==> src/rtl/tsched_pkg.sv <==
// rtl/tsched_pkg.sv - shared state codes, player-count encodings and decode helper
package tsched_pkg;

    typedef enum logic [2:0] {
        S_IDLE      = 3'd0,
        S_WAIT_PICK = 3'd1,
        S_MOVE      = 3'd2,
        S_CHECK     = 3'd3,
        S_NEXT      = 3'd4,
        S_OVER      = 3'd5
    } state_t;

    localparam logic [1:0] NP_ENC_2   = 2'b00;
    localparam logic [1:0] NP_ENC_3   = 2'b01;
    localparam logic [1:0] NP_ENC_4   = 2'b10;
    localparam logic [1:0] NP_ENC_4_R = 2'b11;

    localparam logic [2:0] NPLAYERS_RESET = 3'd2;

    // The reserved encoding plays as a four-player game.
    function automatic logic [2:0] nplayers_decode(input logic [1:0] enc);
        case (enc)
            NP_ENC_2:   nplayers_decode = 3'd2;
            NP_ENC_3:   nplayers_decode = 3'd3;
            NP_ENC_4:   nplayers_decode = 3'd4;
            NP_ENC_4_R: nplayers_decode = 3'd4;
            default:    nplayers_decode = 3'd4;
        endcase
    endfunction

endpackage

==> src/rtl/turn_timer.sv <==
// rtl/turn_timer.sv - per-pick saturating timer with terminal-count flag
module turn_timer #(
    parameter int TIMEOUT_CYCLES = 50_000_000,
    parameter int TIMEOUT_W      = 26
) (
    input  logic clk,
    input  logic rst_n,
    input  logic clear,
    input  logic enable,
    output logic terminal
);

    localparam logic [TIMEOUT_W-1:0] TERM_COUNT = TIMEOUT_W'(TIMEOUT_CYCLES - 1);

    logic [TIMEOUT_W-1:0] count_q;
    logic [TIMEOUT_W-1:0] count_d;

    // Clear wins over enable; the count sticks at all-ones instead of wrapping.
    always_comb begin
        count_d = count_q;
        if (clear) begin
            count_d = '0;
        end else if (enable && (count_q != '1)) begin
            count_d = count_q + 1'b1;
        end
    end

    // Count register.
    always_ff @(posedge clk or negedge rst_n) begin
        if (!rst_n) begin
            count_q <= '0;
        end else begin
            count_q <= count_d;
        end
    end

    assign terminal = (count_q == TERM_COUNT);

endmodule

==> src/rtl/turn_scheduler.sv <==
// rtl/turn_scheduler.sv - game-flow FSM sequencing turns among 2-4 players
module turn_scheduler
    import tsched_pkg::*;
#(
    parameter int TIMEOUT_CYCLES = 50_000_000,
    parameter int TIMEOUT_W      = 26
) (
    input  logic       clk,
    input  logic       rst_n,
    input  logic       start,
    input  logic       abort,
    input  logic [1:0] num_players,
    input  logic       pick_valid,
    input  logic       pick_match,
    input  logic       move_done,
    input  logic       win_in,
    output logic [1:0] cur_player,
    output logic       move_req,
    output logic       turn_done,
    output logic       game_over,
    output logic [1:0] winner,
    output logic [2:0] state_o
);

    state_t     state_q,      state_d;
    logic [1:0] cur_player_q, cur_player_d;
    logic [2:0] nplayers_q,   nplayers_d;
    logic [1:0] winner_q,     winner_d;
    logic       move_req_q,   move_req_d;
    logic       turn_done_q,  turn_done_d;
    logic       game_over_q,  game_over_d;
    logic       timer_clear;
    logic       timer_enable;
    logic       timer_terminal;
    logic       last_player;

    assign last_player  = ({1'b0, cur_player_q} == (nplayers_q - 3'd1));
    assign timer_enable = (state_q == S_WAIT_PICK) && !abort;

    turn_timer #(
        .TIMEOUT_CYCLES (TIMEOUT_CYCLES),
        .TIMEOUT_W      (TIMEOUT_W)
    ) u_turn_timer (
        .clk      (clk),
        .rst_n    (rst_n),
        .clear    (timer_clear),
        .enable   (timer_enable),
        .terminal (timer_terminal)
    );

    // Next-state and output decode; pulse outputs are set on the transition so they appear registered.
    always_comb begin
        state_d      = state_q;
        cur_player_d = cur_player_q;
        nplayers_d   = nplayers_q;
        winner_d     = winner_q;
        move_req_d   = 1'b0;
        turn_done_d  = 1'b0;
        timer_clear  = 1'b0;
        if (abort) begin
            state_d      = S_IDLE;
            cur_player_d = 2'd0;
            timer_clear  = 1'b1;
        end else begin
            case (state_q)
                S_IDLE, S_OVER: begin
                    if (start) begin
                        nplayers_d   = nplayers_decode(num_players);
                        cur_player_d = 2'd0;
                        timer_clear  = 1'b1;
                        state_d      = S_WAIT_PICK;
                    end
                end
                S_WAIT_PICK: begin
                    // A pick landing on the terminal cycle is still a pick.
                    if (pick_valid) begin
                        if (pick_match) begin
                            move_req_d = 1'b1;
                            state_d    = S_MOVE;
                        end else begin
                            turn_done_d = 1'b1;
                            state_d     = S_NEXT;
                        end
                    end else if (timer_terminal) begin
                        turn_done_d = 1'b1;
                        state_d     = S_NEXT;
                    end
                end
                S_MOVE: begin
                    if (move_done) begin
                        state_d = S_CHECK;
                    end
                end
                S_CHECK: begin
                    if (win_in) begin
                        winner_d = cur_player_q;
                        state_d  = S_OVER;
                    end else begin
                        timer_clear = 1'b1;
                        state_d     = S_WAIT_PICK;
                    end
                end
                S_NEXT: begin
                    cur_player_d = last_player ? 2'd0 : (cur_player_q + 2'd1);
                    timer_clear  = 1'b1;
                    state_d      = S_WAIT_PICK;
                end
                default: begin
                    state_d = S_IDLE;
                end
            endcase
        end
        game_over_d = (state_d == S_OVER);
    end

    // FSM, turn register and registered outputs.
    always_ff @(posedge clk or negedge rst_n) begin
        if (!rst_n) begin
            state_q      <= S_IDLE;
            cur_player_q <= 2'd0;
            nplayers_q   <= NPLAYERS_RESET;
            winner_q     <= 2'd0;
            move_req_q   <= 1'b0;
            turn_done_q  <= 1'b0;
            game_over_q  <= 1'b0;
        end else begin
            state_q      <= state_d;
            cur_player_q <= cur_player_d;
            nplayers_q   <= nplayers_d;
            winner_q     <= winner_d;
            move_req_q   <= move_req_d;
            turn_done_q  <= turn_done_d;
            game_over_q  <= game_over_d;
        end
    end

    assign cur_player = cur_player_q;
    assign move_req   = move_req_q;
    assign turn_done  = turn_done_q;
    assign game_over  = game_over_q;
    assign winner     = winner_q;
    assign state_o    = state_q;

endmodule

==> config.mk <==
export PLATFORM = sky130hd
export DESIGN_NAME = turn_scheduler
export DESIGN_NICKNAME = d
export VERILOG_FILES = /design/src/rtl/tsched_pkg.sv /design/src/rtl/turn_timer.sv /design/src/rtl/turn_scheduler.sv
export SDC_FILE = /design/constraint.sdc
export NUM_CORES = 1
export LEC_CHECK = 0
export ABC_AREA = 1
export CORE_AREA = 2 2 70 72
export DETAILED_ROUTE_END_ITERATION = 8
export DIE_AREA = 0 0 72 74
export PLACE_DENSITY = 0.76
export SKIP_CTS_REPAIR_TIMING = 1
export SYNTH_ARGS = -nofsm -noshare
export SYNTH_HDL_FRONTEND = slang
export SYNTH_SLANG_ARGS = --single-unit
==> constraint.sdc <==
create_clock -name clk -period 2 [get_ports clk]
set_input_delay 0.4 -clock clk [delete_from_list [all_inputs] [get_ports clk]]
set_output_delay 0.4 -clock clk [all_outputs]
set_load 0.1 [all_outputs]
; Yosys cells after proc, flatten, opt, wreduce, memory -nomap -nowiden
; Index checks and enable logic that the tools add are counted.
[word_totals]
register_bits = 39
output_inout_bits = 10
input_bits = 10
wordCells = 65
[classes]
add_sub_neg = 3
bitwise = 1
muxes = 28
reduce_logical = 12
n_eq_ne = 13
[op_table]
columns = operator, count
row1 = 26-bit 2-to-1 mux, 2
row2 = "26-bit by 1-bit adder with 26-bit output, second input constant", 1
row3 = "26-bit equality test, second input constant", 1
row4 = "26-bit inequality test, second input constant", 1
row5 = 3-bit 2-to-1 mux, 7
row6 = 3-bit one-hot mux with 5 select lines, 1
row7 = 1-bit 2-to-1 mux, 12
row8 = "3-bit equality test, second input constant", 3
row9 = 3-bit one-hot mux with 3 select lines, 1
row10 = "3-bit by 2-bit equality test with 1-bit output, second input constant", 2
row11 = 2-bit 2-to-1 mux, 3
row12 = 3-bit AND reduction, 2
row13 = "2-bit equality test, second input constant", 2
row14 = 2-bit one-hot mux with 2 select lines, 1
row15 = 2-bit OR reduction, 2
row16 = 2-bit by 3-bit equality test with 1-bit output, 1
row17 = "3-bit by 1-bit equality test with 1-bit output, second input constant", 1
row18 = 3-bit zero test, 1
row19 = "3-bit inequality test, second input constant", 1
row20 = 1-bit one-hot mux with 3 select lines, 1
row21 = 3-bit nonzero test, 1
row22 = "3-bit by 1-bit subtractor with 3-bit output, second input constant", 1
row23 = "2-bit by 1-bit adder with 2-bit output, second input constant", 1
row24 = "2-bit by 1-bit equality test with 1-bit output, second input constant", 1
row25 = 6 further kinds, 7

; Logic depth before layout (Yosys ltp)
[depth]
depth_word = 6
mapped_depth = 12
ltp_nobuf = 11

; Cells and area by module
; Synthesis repeated with hierarchy kept, for this count alone.
[hier_totals]
cells_unflattened = 378
hier_area_um2 = 2595.0
[by_module_without_submodules]
columns = module, cells_per_inst, area_per_inst_um2, n_inst
row1 = turn_timer, 280, 1851.8, 1
row2 = turn_scheduler, 98, 743.2, 1

; Worst setup path before layout
; No wires, ideal clock.
[synth_path]
kind = flip-flop to flip-flop
from = register state_q[2] (netlist: state_o[2])
to = register u_turn_timer.count_q[11]
setup_time_ps = 118
t_arrival_ps = 2017
path_buffers = 1
path_slack_ps = -135
required_ps = 1882
stages_incl_launch_ff = 11
synth_period_minus_slack_ps = 2135
cell_sequence = dfrtp_1 inv_2 nor3_1 nor2_1 nand2_1 nor2_4 nand2_4 inv_4 buf_6 nand2_1 nand2_1
[synth_between]
elab_chain_len = 5
word_cells_on_any_way = 12
[synth_rtl]
columns = element, line_no
row1 = "start, declared", turn_scheduler.sv:25  ; state_t state_q, state_d;
row2 = "start signal, assigned", turn_scheduler.sv:127  ; state_q <= state_d;
row3 = 3-bit equality test / 3-bit zero test (equally long branches), turn_scheduler.sv:65  ; case (state_q)
row4 = 2-bit OR reduction, turn_scheduler.sv:65
row5 = 1-bit one-hot mux with 3 select lines, turn_scheduler.sv:65
row6 = 1-bit 2-to-1 mux, turn_scheduler.sv:60  ; if (abort) begin
row7 = 26-bit 2-to-1 mux / 2-bit nonzero test (equally long branches), -
row8 = "end signal, assigned", turn_timer.sv:33  ; count_q <= count_d;
row9 = "end, declared", turn_timer.sv:15  ; logic [TIMEOUT_W-1:0] count_q;
; Parallel ways exist; a longest one is shown, timed or not.
; A chain may end at the register's enable or synchronous reset.

; Final worst setup path
[layout_path]
from = register u_turn_timer.count_q[0]
to = register u_turn_timer.count_q[13]
[layout_between]
elab_chain_len = 3
word_cells_on_any_way = 6
[layout_rtl]
columns = element, line_no
row1 = 26-bit by 1-bit adder with 26-bit output / 26-bit inequality test (equally long branches), "turn_timer.sv:24, turn_timer.sv:23"
row2 = 26-bit 2-to-1 mux / 1-bit logical AND (equally long branches), turn_timer.sv:23  ; end else if (enable && (count_q != '1)) begin
row3 = 26-bit 2-to-1 mux / 2-bit nonzero test (equally long branches), -
; Parallel ways exist; a longest one is shown, timed or not. The select of a mux whose other input is x is not followed.

==> out/qor.csv <==
metric;value;unit
max cap viols;0;
Hold Crit Class;in -> async;
Fill cells;451;
most frequent cell on the critical path;nand2_4;
Synth area leaders;dfrtp_1, nand2_1, nor2_1;
H-tree depth;2;
# diodes;0;
met2 usage;39.6;%
Max-Slew Margin vs Limit;68.0;%
r2r worst-path depth;11;
endpoints failing hold;0;
Max VDD drop;0.381;mV
number of global-route vias before repair;2166;
reg2reg start;u_turn_timer.count_q[0]$_DFFE_PN0P_;
Async SR Flop Fraction;100;%
die area;5330;um2
Post-synth EDFFs;0;
aggregate global routing overflow;0;
Max Freq;548;MHz
clock-pin slew on the worst setup and hold paths;70;ps
post-synthesis sequential area ratio;38.9;%
worst flop-to-flop path endpoint;u_turn_timer.count_q[13]$_DFFE_PN0P_;
top cells by count, synth;nand2_1, nor2_1, dfrtp_1;
Initial Util;54.6;%
clk_lat worst skew;290;ps
Worst EP arrival;2050;ps
DP Worst Slack;91.8;ps
first-pass iteration count of the detailed router;4;
slowest stage cell, crit path;dfrtp_1;
row count;25;
setup_tns;0;ps
WP data required;2230;ps
Design Area, Final;2870;um2
Synth Net Count;379;
final net count;407;
Ports;20;
met1 GRT Util;29.8;%
CTS sink count;39;
Synth area leader;dfrtp_1;
Worst-Margin Slew;480;ps
IO buf count;19;
met3 GRT Util;3.93;%
CTS Buffer Depth;2;
Worst R2R Setup Slack;180;ps
family with the most delay on the worst path;simple AND/OR/NAND/NOR gates;
global-route wire length before repair;9620;um
initial antenna violation count;0;
Antenna Nets Post-Route;0;
CP Launch Type;register;
launch point of the worst path;u_turn_timer.count_q[0]$_DFFE_PN0P_;
die height;74;um
Primary FF master, synth;dfrtp_1;
Core ar.;4600;um2
Crit path largest cell delay;420;ps
Critical Path Fanout Max;24;
Synth top area share;37.9;%
Final setup viols;0;
share of layout cells above drive strength 1;12.6;%
final core occ;62.4;%
Chip Width;72;um
CTS Buf Count;5;
RSZ-0062 raised after global routing;false;
final wirelength;5730;um
Multi-input gate area;1340;um2
synthesized cell area;2510;um2
vias per cell;5.10;
area grow syn2layout;14.4;%
pwr/cell area;625;nW/um2
final period utilization;91.2;%
largest net degree at the start of global routing;25;
GPL Wtd Cong;0.949;
Leak;1.38;nW
#FFs+latches synth;39;
TritonCTS clock tree;yes;
Mean Syn Cell Area;6.84;um2
Cells after Synth;367;
Reg area;981;um2
root buf cell;clkbuf_8;
Final Skew;5.29;ps
total track usage;23.4;%
wire per inst;12.7;um
most common cell in the netlist;nand2_1;
iteration-0 DRC count of the detailed router;123;
placed inst area;2780;um2
Distinct cells, synth;28;
kind of critical path;reg -> reg;
Ys Warns;0;
Worst setup EP type;register;
DRC;0;
total number of vias;2296;
worst-path cell chain;ha_2 > nand2_2 > nor2_8 > nand2_4 > nor2_4 > nand2_2 > nand2_4 > nand2_4 > inv_6 > nand2_1 > nand2_1;
status;finished clean;
Final min period;1820;ps
max-slew violations;0;
worst setup margin;177;ps
DPL Wire Length;4350;um
GRT Max-Usage Layer;met2;
crit path buf inv count;1;
-- layout make-up --
type                       count  share of cell area (%)
multi-input combinational    285                    46.8
sequential                    39                    34.2
timing repair buffer          26                    8.72
inverter                      38                    5.14
clock buffer                   7                    2.66
tap                           54                    2.35
clock inverter                 1                   0.174
-- power breakdown --
group          internal, mW  switching [mW]
Sequential            0.830          0.0328
Clock                 0.245           0.268
Combinational         0.124           0.296
Total                  1.20           0.596
-- how the worst max path moves through the flow --
stage / endpoint / slack [ps] / depth (start not counted)
detailed placement: u_turn_timer.count_q[5]$_DFFE_PN0P_ / 90 / 10
floorplan: u_turn_timer.count_q[11]$_DFFE_PN0P_ / 170 / 10
finish: u_turn_timer.count_q[13]$_DFFE_PN0P_ / 180 / 11
global route: u_turn_timer.count_q[21]$_DFFE_PN0P_ / 7 / 11
global placement: u_turn_timer.count_q[2]$_DFFE_PN0P_ / 170 / 7
CTS: u_turn_timer.count_q[5]$_DFFE_PN0P_ / 80 / 10
-- sequential cells by signal, indices dropped and copies added (netlist names) --
name / flops
cur_player: 2
game_over: 1
move_req: 1
nplayers_q: 3
state_o: 3
turn_done: 1
u_turn_timer.count_q: 26
winner: 2
-- cells by family after synthesis --
logic type,synth area share (%)
AO/OA/AOI/OAI,3.44
XOR/XNOR,5.58
adder cells (fa/ha/maj),0.997
buffers and inverters,7.68
flip-flops,38.9
AND/OR/NAND/NOR,43.4
-- layout by cell type (no fill, tap or decap), types with 4 or more instances in the layout --
master and n:
xor2_1 15, nor2_1 63, nand4_1 13, inv_2 6, inv_1 31, nand2_1 133
clkbuf_8 5, dfrtp_1 35, buf_4 14, clkdlybuf4s50_1 8, or2_2 4, nand3_1 26
o21ai_0 7
-- per-stage QoR --
step	total power, mW	std cells	hold slack, ps
3_5_place_dp	1.30	442	390
6_report	1.80	450	58.8
4_1_cts	1.81	450	73.0
5_1_grt	1.89	450	94.0
2_1_floorplan	1.19	367	104
3_3_place_gp	1.29	442	383
-- routing by layer --
metal | up-vias | wire, um
met4 | 0 | 146
met3 | 14 | 199
met1 | 1036 | 2740
met2 | 41 | 2650
li1 | 1205 | -
met5 | - | 0
-- worst reg2reg max path, stage by stage (launching register included) --
cell and delay [ps]:
dfrtp_1 420, ha_2 250, nand2_2 110, nor2_8 160
nand2_4 80, nor2_4 140, nand2_2 80, nand2_4 80
nand2_4 110, inv_6 180, nand2_1 90, nand2_1 70
Note: power is estimated with default switching activity, not from simulation.
